File: src/rtl/dmem_arb_pkg.sv
// Shared types and constants for the data-memory port arbiter.
package dmem_arb_pkg;

    localparam int unsigned WORD_BYTES = 8;
    localparam int unsigned ADDR_W     = 64;
    localparam int unsigned DATA_W     = 64;

    typedef enum logic [1:0] {
        IDLE   = 2'd0,
        ACCESS = 2'd1,
        RESP   = 2'd2
    } state_t;

    typedef enum logic {
        OWN_C = 1'b0,
        OWN_L = 1'b1
    } owner_t;

    // Request payload as presented by either port
    typedef struct packed {
        logic              we;
        logic [ADDR_W-1:0] addr;
        logic [DATA_W-1:0] wdata;
    } dmem_req_t;

endpackage

File: src/rtl/dmem_rr_picker.sv
// Combinational winner selection between the core and loader ports.
module dmem_rr_picker
    import dmem_arb_pkg::*;
#(
    parameter int unsigned FIXED_PRI = 0
) (
    input  logic   c_req,
    input  logic   l_req,
    input  owner_t last_owner,
    output owner_t winner
);

    // On a tie: core always under fixed priority, else whoever did not go last
    always_comb begin
        winner = OWN_C;
        if (c_req && l_req) begin
            if (FIXED_PRI != 0) begin
                winner = OWN_C;
            end else begin
                winner = (last_owner == OWN_C) ? OWN_L : OWN_C;
            end
        end else if (l_req) begin
            winner = OWN_L;
        end
    end

endmodule

File: src/rtl/dmem_port_arbiter.sv
// Two-port arbiter/sequencer for the 64-bit data memory: IDLE -> ACCESS -> RESP per transaction.
// Optional build macro DMEM_ALIGN_CHECK_EN also rejects addresses with addr[2:0] != 0.
module dmem_port_arbiter
    import dmem_arb_pkg::*;
#(
    parameter int unsigned MEM_BYTES = 64,
    parameter int unsigned FIXED_PRI = 0
) (
    input  logic              clk,
    input  logic              reset,
    input  logic              c_req,
    input  logic              c_we,
    input  logic [ADDR_W-1:0] c_addr,
    input  logic [DATA_W-1:0] c_wdata,
    output logic              c_gnt,
    output logic              c_rvalid,
    output logic              c_err,
    input  logic              l_req,
    input  logic              l_we,
    input  logic [ADDR_W-1:0] l_addr,
    input  logic [DATA_W-1:0] l_wdata,
    output logic              l_gnt,
    output logic              l_rvalid,
    output logic              l_err,
    output logic [DATA_W-1:0] rdata,
    output logic              core_stall,
    output logic [ADDR_W-1:0] mem_addr,
    output logic [DATA_W-1:0] mem_wdata,
    output logic              mem_write,
    output logic              mem_read,
    input  logic [DATA_W-1:0] mem_rdata
);

    localparam logic [ADDR_W-1:0] MAX_ADDR = ADDR_W'(MEM_BYTES - WORD_BYTES);

    state_t            state, state_nx;
    owner_t            own, own_nx;
    owner_t            last_owner, last_owner_nx;
    owner_t            winner;
    logic              we_q, we_nx;
    dmem_req_t         sel;
    logic              illegal;

    logic              c_gnt_nx, c_rvalid_nx, c_err_nx;
    logic              l_gnt_nx, l_rvalid_nx, l_err_nx;
    logic [DATA_W-1:0] rdata_nx;
    logic [ADDR_W-1:0] mem_addr_nx;
    logic [DATA_W-1:0] mem_wdata_nx;
    logic              mem_write_nx, mem_read_nx;

    dmem_rr_picker #(
        .FIXED_PRI (FIXED_PRI)
    ) u_picker (
        .c_req      (c_req),
        .l_req      (l_req),
        .last_owner (last_owner),
        .winner     (winner)
    );

    // Winner's payload and its legality
    always_comb begin
        sel.we    = c_we;
        sel.addr  = c_addr;
        sel.wdata = c_wdata;
        if (winner == OWN_L) begin
            sel.we    = l_we;
            sel.addr  = l_addr;
            sel.wdata = l_wdata;
        end
`ifdef DMEM_ALIGN_CHECK_EN
        illegal = (sel.addr > MAX_ADDR) || (sel.addr[2:0] != 3'd0);
`else
        illegal = (sel.addr > MAX_ADDR);
`endif
    end

    // Next state and next registered outputs; mem_* registers double as the latched address/data
    always_comb begin
        state_nx      = state;
        own_nx        = own;
        last_owner_nx = last_owner;
        we_nx         = we_q;
        rdata_nx      = rdata;
        c_gnt_nx      = 1'b0;
        c_rvalid_nx   = 1'b0;
        c_err_nx      = 1'b0;
        l_gnt_nx      = 1'b0;
        l_rvalid_nx   = 1'b0;
        l_err_nx      = 1'b0;
        mem_addr_nx   = '0;
        mem_wdata_nx  = '0;
        mem_write_nx  = 1'b0;
        mem_read_nx   = 1'b0;

        case (state)
            IDLE: begin
                if (c_req || l_req) begin
                    own_nx = winner;
                    we_nx  = sel.we;
                    if (illegal) begin
                        state_nx = RESP;
                        c_gnt_nx = (winner == OWN_C);
                        c_err_nx = (winner == OWN_C);
                        l_gnt_nx = (winner == OWN_L);
                        l_err_nx = (winner == OWN_L);
                    end else begin
                        state_nx     = ACCESS;
                        mem_addr_nx  = sel.addr;
                        mem_wdata_nx = sel.wdata;
                        mem_write_nx = sel.we;
                        mem_read_nx  = ~sel.we;
                    end
                end
            end
            ACCESS: begin
                state_nx    = RESP;
                if (!we_q) begin
                    rdata_nx = mem_rdata;
                end
                c_gnt_nx    = (own == OWN_C);
                c_rvalid_nx = (own == OWN_C) && !we_q;
                l_gnt_nx    = (own == OWN_L);
                l_rvalid_nx = (own == OWN_L) && !we_q;
            end
            RESP: begin
                state_nx      = IDLE;
                last_owner_nx = own;
            end
            default: begin
                state_nx = IDLE;
            end
        endcase
    end

    always_ff @(posedge clk or negedge reset) begin
        if (!reset) begin
            state      <= IDLE;
            own        <= OWN_C;
            last_owner <= OWN_L;
            we_q       <= 1'b0;
            rdata      <= '0;
            c_gnt      <= 1'b0;
            c_rvalid   <= 1'b0;
            c_err      <= 1'b0;
            l_gnt      <= 1'b0;
            l_rvalid   <= 1'b0;
            l_err      <= 1'b0;
            mem_addr   <= '0;
            mem_wdata  <= '0;
            mem_write  <= 1'b0;
            mem_read   <= 1'b0;
        end else begin
            state      <= state_nx;
            own        <= own_nx;
            last_owner <= last_owner_nx;
            we_q       <= we_nx;
            rdata      <= rdata_nx;
            c_gnt      <= c_gnt_nx;
            c_rvalid   <= c_rvalid_nx;
            c_err      <= c_err_nx;
            l_gnt      <= l_gnt_nx;
            l_rvalid   <= l_rvalid_nx;
            l_err      <= l_err_nx;
            mem_addr   <= mem_addr_nx;
            mem_wdata  <= mem_wdata_nx;
            mem_write  <= mem_write_nx;
            mem_read   <= mem_read_nx;
        end
    end

    assign core_stall = c_req & ~c_gnt;

endmodule
File: config.mk
export PLATFORM = sky130hd
export DESIGN_NAME = dmem_port_arbiter
export DESIGN_NICKNAME = d
export VERILOG_FILES = /design/src/rtl/dmem_arb_pkg.sv /design/src/rtl/dmem_rr_picker.sv /design/src/rtl/dmem_port_arbiter.sv
export SDC_FILE = /design/constraint.sdc
export NUM_CORES = 1
export LEC_CHECK = 0
export ABC_AREA = 1
export CORE_AREA = 2 2 207 209
export CTS_BUF_LIST = sky130_fd_sc_hd__clkbuf_4
export DETAILED_ROUTE_END_ITERATION = 8
export DIE_AREA = 0 0 209 211
export DONT_BUFFER_PORTS = 1
export PLACE_DENSITY_LB_ADDON = 0.12
export SYNTH_ARGS = -nofsm -noshare
export SYNTH_HDL_FRONTEND = slang
export SYNTH_SLANG_ARGS = --single-unit
File: constraint.sdc
create_clock -name clk -period 2.1 [get_ports clk]
set_clock_uncertainty 0.05 [all_clocks]
set_input_delay 0.21 -clock clk [delete_from_list [all_inputs] [get_ports clk]]
set_output_delay 0.21 -clock clk [all_outputs]
set_load 0.03 [all_outputs]
==> flow_metrics.tcl, run 1 <==
set metrics [dict create \
    yosys.area_share.adder_pct 0 \
    synthMuxAreaShare_pct 16.24 \
    utilization_pct 30.71 \
    start_kind "register" \
    power_leakage_nw 6.154 \
    status "complete, but fails checks" \
    use_met1_pct 12.90 \
    period_needed_ps 2309 \
    cts_buffer_depth 3 \
    r2r-start "last_owner" \
    use_met3_pct 5.843 \
    num_rows 75 \
    syn_to_final_growth_pct 52.99 \
    synth_top_area_share_pct 60.90 \
    netlist-cell-type-count 24 \
    grt-busiest-layer "met2" \
    slew_violations 0 \
    synthXorXnorAreaFrac_pct 0 \
    power.density_mw_per_mm2 734.3 \
    cp-end-kind "register" \
    fin_tns_setup_ps -13680 \
    required_ps 2690 \
    core-area_mm2 0.04176 \
    grt_use_total_pct 12.75 \
    ctsHtreeMaxLevel 2 \
    yosys_register_bits 205 \
    cts_root_buf "clkbuf_4" \
    ys_top_cells_by_count "dfrtp_1, nand2_1, mux2_2, mux2i_1, nor2_2" \
    clock-sinks 205 \
    numCtsBuffers 59 \
    clk_latency_ps 710 \
    ir_drop_uv 296.2 \
    reg2reg_to "mem_wdata[50]" \
    synth_edf_count 0 \
    synth_area_leaders "dfrtp_1, mux2_2, mux2i_1" \
    yosysWarnings 0 \
    antenna_found_initial 1 \
    maxCapViolCount 0 \
    clkTransAtPathRegs_ps 80 \
    grt_pass1_vias 7430 \
    avgSynthCellArea_um2 11.48 \
    use_met2_pct 21.64 \
    fin_ws_ps -208.9 \
    ys.flop_type "dfrtp_1" \
    hold_violations 205 \
    ant_nets 0 \
    nNetsFinal 1429 \
    hold_class "in2async" \
    synth_top_area_cell "dfrtp_1" \
    drcViolationCount 0 \
    drt_iter0_markers 254 \
    dr.pass1.iters 4 \
    dieArea_mm2 0.04410 \
    crit_type "reg2reg" \
    viasPerCell 3.984 \
    async_reset_ff_share_pct 100.0 \
    grt_start_max_net_pins 206 \
    cts_tree "yes" \
    start_util_pct 20.07 \
    grt_pass1_wl_um 42550 \
    die_y_um 211 \
    finalPower_w 0.009417 \
    period_share_pct 109.9 \
    fin_hold_ws_ps -864.0 \
    io_buffers 0 \
    yosys.cell_count.top_type "dfrtp_1" \
    syn_area_mm2 0.008383 \
    fmax_mhz 433.1 \
    wl_per_cell_um 17.27 \
    yosys.area_share.simple_pct 15.82 \
    dpl.hpwl_um 19520 \
    violations "negative hold slack, negative setup slack" \
    synth_top_family_by_area "multiplexers" \
    cp.arrival_ps 2900 \
    reg2regPathDepth 13 \
    seq_area_frac_synth_pct 61.21 \
    r2r_setup_slack_ps -210 \
    io_pins 527 \
    drive_above_1_share_pct 24.76 \
    cts_hold_buf 247 \
    vias 6721 \
    gp_congestion 0.8350 \
    routed_wl_um 29140 \
    syn_inst 730 \
    dieWidth_um 209 \
    grt_overflow 0 \
    finalSetupViolCount 78 \
    synth_compound_area_share_pct 1.866 \
    grt_setup_unrepaired "yes" \
    worstPathMaxFanout 21 \
]
-- worst max-delay path, cell delays in order (launching register included) --
cell and delay, ps:
dfstp_2 560, nand2_4 80, nand2_8 130, clkinvlp_4 170, buf_6 180, nand2_2 50
nand3_1 70, nor2_1 100, nand2_1 100, nor2_4 140, nand4_4 130, buf_12 180
buf_12 170, nor2_2 90
-- routing by layer --
metal  part of all wire [%]  vias to the layer above
met4                    4.2                        0
met5                      0                        -
li1                       -                     3084
met2                     50                      436
met3                     11                       78
met1                     35                     3123
-- state kept, by name (all words and copies together) (netlist names) --
name / cells
l_rvalid: 1
own: 1
c_err: 1
mem_addr: 64
mem_write: 1
l_err: 1
we_q: 1
last_owner: 1
mem_read: 1
l_gnt: 1
state: 2
rdata: 64
c_rvalid: 1
mem_wdata: 64
c_gnt: 1
-- kinds of logic after synthesis --
| logic type | Yosys count |
|---|---|
| simple gates | 289 |
| flops | 205 |
| mux | 128 |
| buf+inv | 76 |
| compound gates | 31 |
| other cells | 1 |
-- cell type report --
| cell class | instances | area (µm²) |
|---|---|---|
| fill | 4190 | 28930 |
| sequential | 205 | 5131 |
| multi-input combinational | 506 | 3171 |
| timing repair buffer | 292 | 2960 |
| tap | 539 | 674.4 |
| clock buffer | 81 | 608.1 |
| inverter | 39 | 150.1 |
| clock inverter | 24 | 127.6 |
| antenna | 1 | 2.502 |
-- power breakdown --
| part | switching [W] | leakage, nW | internal, W | total [W] |
|---|---|---|---|---|
| registers | 0.000373 | 2.57 | 0.00410 | 0.00447 |
| clock network | 0.00175 | 0.429 | 0.00191 | 0.00365 |
| logic | 0.000583 | 3.16 | 0.000710 | 0.00129 |
-- worst max-delay path by stage --
stage	to	cells past startpoint	startpoint
4_1_cts	mem_wdata[50]	13	last_owner
6_report	mem_wdata[50]	13	last_owner
2_1_floorplan	mem_wdata[10]	13	last_owner
3_3_place_gp	mem_wdata[61]	8	last_owner
3_5_place_dp	mem_wdata[31]	13	last_owner
5_1_grt	mem_wdata[50]	13	last_owner
-- cells in the final DEF, fill, tap and decap left out, types with 2 or more instances in the layout --
cell type and instances:
dlygate4sd3_1 247, dfrtp_1 204, nand2_1 131, clkbuf_4 81, nor2_2 64, mux2_2 64, mux2i_1 63, conb_1 58
nor2_1 40, inv_1 38, nand3_1 33, buf_4 31, o21ai_0 23, clkinv_1 19, buf_12 8, nor2_4 7
nand2_2 6, buf_6 4, o21ai_1 3, clkinvlp_4 2, nand3_2 2, o21ai_2 2, or2_2 2, a21oi_1 2
clkinv_2 2, clkbuf_16 2
-- timing repair --
item / CTS / global route
endpoints found under the setup margin: 79 / 78
hold endpoints to repair: 349 / 205
buffers inserted: 5 / 2
pin swaps: 3 / 1
cloned: 0 / 2
gates resized for setup: 16 / 24
-- stage by stage --
| step | cell area [µm²] | hold slack [ps] | cells | setup slack [ps] |
|---|---|---|---|---|
| floorplan | 8597 | -135.6 | 787 | 85.89 |
| global placement | 9388 | -130.0 | 1326 | -217.3 |
| detailed placement | 9388 | -130.9 | 1326 | -241.6 |
| CTS | 12680 | -1021 | 1683 | -211.2 |
| global route | 12820 | -990.3 | 1687 | -381.2 |
| finish | 12820 | -864.0 | 1687 | -208.9 |
No activity file was read; power rests on OpenSTA's default activity.
==> run 2, diff against run 1 <==
--- a/config.mk
+++ b/config.mk
@@ -11,6 +11,7 @@
 export DETAILED_ROUTE_END_ITERATION = 8
 export DIE_AREA = 0 0 209 211
 export DONT_BUFFER_PORTS = 1
+export MAX_ROUTING_LAYER = met4
 export PLACE_DENSITY_LB_ADDON = 0.12
 export SYNTH_ARGS = -nofsm -noshare
 export SYNTH_HDL_FRONTEND = slang
==> constraint.sdc (replaced) <==
create_clock -name clk -period 2.1 [get_ports clk]
set_clock_uncertainty 0.05 [all_clocks]
set_input_delay 0.63 -clock clk [delete_from_list [all_inputs] [get_ports clk]]
set_output_delay 0.63 -clock clk [all_outputs]
set_load 0.03 [all_outputs]
==> run 2 against run 1 <==
  * The run still ends with negative hold slack, negative setup slack left
  * Sequential cell count did not move
  * Cell area decreased by 4.6%
  * Worst hold slack better by 430 ps
  * Sequential power is essentially flat
  * Critical path depth stayed put
  * Combinational power down 7%
  * Critical endpoint is now mem_wdata[47]
  * Highest routed layer unchanged
==> flow_metrics.tcl, run 2 (same netlist as run 1, synthesis figures left out) <==
set metrics [dict create \
    status "complete, but fails checks" \
    violations "negative hold slack, negative setup slack" \
    final_common_cell "dfrtp_1" \
    crit_type "reg2reg" \
    finalSetupViolCount 79 \
    viasPerCell 3.944 \
    core-area_mm2 0.04176 \
    period_share_pct 112.8 \
    worstPathMaxFanout 18 \
    io_buffers 0 \
    hold_class "in2async" \
    nNetsFinal 1353 \
    ant_nets 0 \
    layout_common_cells "dfrtp_1, dlygate4sd3_1, nand2_1" \
    slew_violations 0 \
    drcViolationCount 0 \
    drive_above_1_share_pct 28.14 \
    drt_iter0_markers 303 \
    pre_cts_ws_ps -443.2 \
    dr.pass1.iters 4 \
    placed_area_mm2 0.009517 \
    n_fill_cell 4301 \
    utilization_pct 29.29 \
    ctsHtreeMaxLevel 2 \
    grt_use_total_pct 12.60 \
    fin_hold_ws_ps -433.3 \
    maxCapViolCount 0 \
    fmax_mhz 422.3 \
    period_needed_ps 2368 \
    cp-end-kind "register" \
    grt_pass1_vias 7103 \
    routed_wl_um 27840 \
    fin_ws_ps -267.8 \
    die_y_um 211 \
    io_pins 527 \
    required_ps 2670 \
    grt_start_max_net_pins 206 \
    clock-sinks 205 \
    dp_cells 1332 \
    antenna_found_initial 3 \
    power.density_mw_per_mm2 738.9 \
    num_rows 75 \
    reg_top3 "mem_addr (64), mem_wdata (64), rdata (64)" \
    dieWidth_um 209 \
    power_leakage_nw 5.861 \
    cts_tree "yes" \
    grt_setup_unrepaired "yes" \
    fin_cells 1601 \
    cp.arrival_ps 2940 \
    grt_overflow 0 \
    grt_pass1_wl_um 40850 \
    clk_latency_ps 730 \
    dpl.hpwl_um 19200 \
    vias 6315 \
    syn_to_final_growth_pct 45.93 \
    start_kind "register" \
    numCtsBuffers 56 \
    start_util_pct 20.07 \
    ir_drop_uv 328.0 \
    wl_per_cell_um 17.39 \
    fin_area_mm2 0.01223 \
    cts_buffer_depth 3 \
    gp_congestion 0.8138 \
    hold_violations 205 \
    dieArea_mm2 0.04410 \
    cts_hold_buf 168 \
    cts_root_buf "clkbuf_4" \
    clkTransAtPathRegs_ps 60 \
]
run 2: routing by layer:
layer  track usage [%]  part of all wire (%)  vias to the layer above
li1                  -                     -                     2923
met1             12.65                    36                     2945
met2             21.37                    50                      383
met3             5.620                    10                       64
met4             5.271                   3.0                        0
met5                 -                     0                        -
run 2: layout make-up:
class	instances	area, µm²	area share, %
Sequential cell	205	5136	41.99
Multi-Input combinational cell	506	3272	26.75
Timing Repair Buffer	219	2337	19.11
Tap cell	539	674.4	5.513
Clock buffer	80	600.6	4.909
Inverter	39	155.1	1.268
Clock inverter	10	50.05	0.4091
Antenna cell	3	7.507	0.06137
run 2: where the power goes:
| group | switching [W] | internal [W] | total (W) |
|---|---|---|---|
| registers | 0.000375 | 0.00410 | 0.00447 |
| logic | 0.000567 | 0.000634 | 0.00120 |
| clock network | 0.00164 | 0.00172 | 0.00336 |
| total | 0.00258 | 0.00645 | 0.00904 |
run 2: worst paths after layout:
kind | slack, ps | start | to | depth (start not counted)
setup / recovery | -270 | last_owner | mem_wdata[47] | 13
hold / removal | -430 | reset | rdata[12] | 0
setup reg to reg | -270 | last_owner | mem_wdata[47] | 13
hold reg to reg | 430 | we_q | we_q | 2
max in group asynchronous | 2150 | reset | last_owner | 0
min in group clk | 100 | c_wdata[41] | mem_wdata[41] | 2
run 2: through the flow:
stage	total power [W]	setup TNS, ps
final	0.009039	-15760
after global routing	0.009595	-25640
after CTS	0.009188	-14760
after detailed placement	0.005372	-27780
after global placement	0.005386	-25310
after floorplan	0.005121	-1317
run 2: critical path: stages, from the launching register on:
cell and delay, ps:
dfstp_2 580, nand2_8 80, nand2_8 130, clkinvlp_4 170, buf_6 160, nand2_2 50
nand3_2 70, nor2_2 140, nand2_2 100, nor2_4 150, nand4_4 130, buf_12 180
buf_12 170, nor2_2 80
run 2: timing repair:
action / in CTS / in global routing
gates resized for setup: 44 / 26
endpoints found under the setup margin: 83 / 79
buffers inserted: 5 / 2
hold endpoints to repair: 323 / 205
pin swaps: 2 / 7
cloned: 0 / 2
==> run 3, diff against run 2 <==
==> constraint.sdc (replaced) <==
create_clock -name clk -period 2.8 [get_ports clk]
set_clock_uncertainty 0.05 [all_clocks]
set_input_delay 0.84 -clock clk [delete_from_list [all_inputs] [get_ports clk]]
set_output_delay 0.84 -clock clk [all_outputs]
set_load 0.03 [all_outputs]
==> run 3 against run 2 <==
  * The flow finishes with violations (negative hold slack)
  * Clock power fell by 21%
  * Final cell count fell by 12%
  * Power fell by 27%
  * Combinational power fell by 53%
  * Sequential share of layout area rose by 9.8 points
  * Register-to-register slack improved by 600 ps
  * Clock-buffer cell count rose by 2
  * Cell area fell by 19%
  * Die area did not move
  * Critical endpoint is now core_stall
  * Non-clock buffer count fell by 204
  * Worst hold slack improved by 190 ps
==> flow_metrics.tcl, run 3 (same netlist as run 1, synthesis figures left out) <==
set metrics [dict create \
    worstPathMaxFanout 2 \
    critPathMaxStageDelay_ps 500 \
    grt_pass1_vias 5812 \
    grt_pass1_wl_um 37000 \
    numCtsBuffers 57 \
    required_ps 1910 \
    pre_cts_ws_ps 57.07 \
    cp_top_family "flip-flops" \
    num_rows 75 \
    period_needed_ps 2592 \
    grt_start_max_net_pins 206 \
    cp-end-kind "output pin" \
    wl_met3_um 3033 \
    finalSetupViolCount 0 \
    io_pins 527 \
    clkTransAtPathRegs_ps 60 \
    n_fill_cell 4506 \
    dieArea_mm2 0.04410 \
    drive_above_1_share_pct 27.54 \
    slew_violations 0 \
    crit_buf_inv 0 \
    syn_to_final_growth_pct 18.15 \
    dr.max_layer_used "met4" \
    start_kind "register" \
    drcViolationCount 0 \
    power.density_mw_per_mm2 664.0 \
    cts_buffer_depth 3 \
    maxCapViolCount 0 \
    dr.pass1.iters 6 \
    dpl.hpwl_um 19550 \
    fmax_mhz 385.8 \
    worst_path_max_delay_cell "dfrtp_1" \
    worst_pin_slew_ps 583.0 \
    drt_iter0_markers 256 \
    reg_top3 "mem_addr (64), mem_wdata (64), rdata (64)" \
    layout_common_cells "dfrtp_1, nand2_1, clkbuf_4" \
    slew_headroom_pct 60.72 \
    viasPerCell 3.888 \
    violations "negative hold slack" \
    cts_setup_buffers 0 \
    start_util_pct 20.07 \
    grt_use_total_pct 11.71 \
    wl_per_cell_um 18.46 \
    status "complete, but fails checks" \
    fin_ws_ps 207.8 \
    routed-wl-met2_um 12180 \
    post_cts_resized 0 \
    die_y_um 211 \
    routedLengthMet1_um 9659 \
    finalPower_w 0.006576 \
    ir_drop_uv 217.2 \
    grt_overflow 0 \
    core-area_mm2 0.04176 \
    cp_cell_sequence "nor2_1" \
    clock-sinks 205 \
    ctsHtreeMaxLevel 2 \
    grt_setup_unrepaired "no" \
    routed_wl_um 25870 \
    cts_tree "yes" \
    dieWidth_um 209 \
    io_buffers 0 \
    crit_type "reg2out" \
    fin_hold_ws_ps -244.2 \
    gp_congestion 0.8070 \
    vias 5451 \
    clk_latency_ps 700 \
    final_common_cell "dfrtp_1" \
    cts_root_buf "clkbuf_4" \
    antenna_found_initial 7 \
    period_share_pct 92.58 \
    power_leakage_nw 4.928 \
    cp.arrival_ps 1700 \
    ant_nets 0 \
    hold_class "in2async" \
    fin_tns_setup_ps 0 \
    nNetsFinal 1150 \
    hold_violations 204 \
]
run 3: metal layers:
| layer | track usage (%) | vias up |
|---|---|---|
| met1 | 12.37 | 2482 |
| li1 | - | 2518 |
| met4 | 5.813 | 0 |
| met5 | - | - |
| met3 | 5.858 | 60 |
| met2 | 18.20 | 391 |
run 3: worst paths after layout:
kind,startpoint,endpoint,slack (ps),cells after the start
worst max-delay path,c_gnt,core_stall,210,1
worst min-delay path,reset,rdata[56],-240,0
worst max register to register,last_owner,mem_wdata[32],330,12
worst min register to register,we_q,we_q,460,2
max in group asynchronous,reset,last_owner,2640,0
min in group clk,mem_rdata[42],rdata[42],210,1
run 3: where the power goes:
part | leakage (nW) | internal (W) | switching [W]
sequential | 2.57 | 0.00307 | 0.000280
combinational | 1.95 | 0.000227 | 0.000333
clock | 0.414 | 0.00142 | 0.00125
total | 4.93 | 0.00472 | 0.00186
run 3: per-stage QoR:
step           utilization, %  std cells  cell area, µm²
5_1_grt                 23.72       1402            9905
4_1_cts                 23.68       1396            9889
6_report                23.72       1402            9905
3_3_place_gp            22.03       1304            9198
3_5_place_dp            22.03       1304            9198
2_1_floorplan               -        787            8597
run 3: area by class of cell:
type | count | area (µm²) | area share, %
clock buffers | 82 | 615.6 | 6.215
inverters | 39 | 146.4 | 1.478
diodes | 6 | 15.01 | 0.1516
flip-flops and latches | 205 | 5131 | 51.81
well taps | 539 | 674.4 | 6.809
multi-input cells | 506 | 3070 | 31.00
clock inverters | 10 | 76.32 | 0.7706
repair buffers | 15 | 175.2 | 1.769
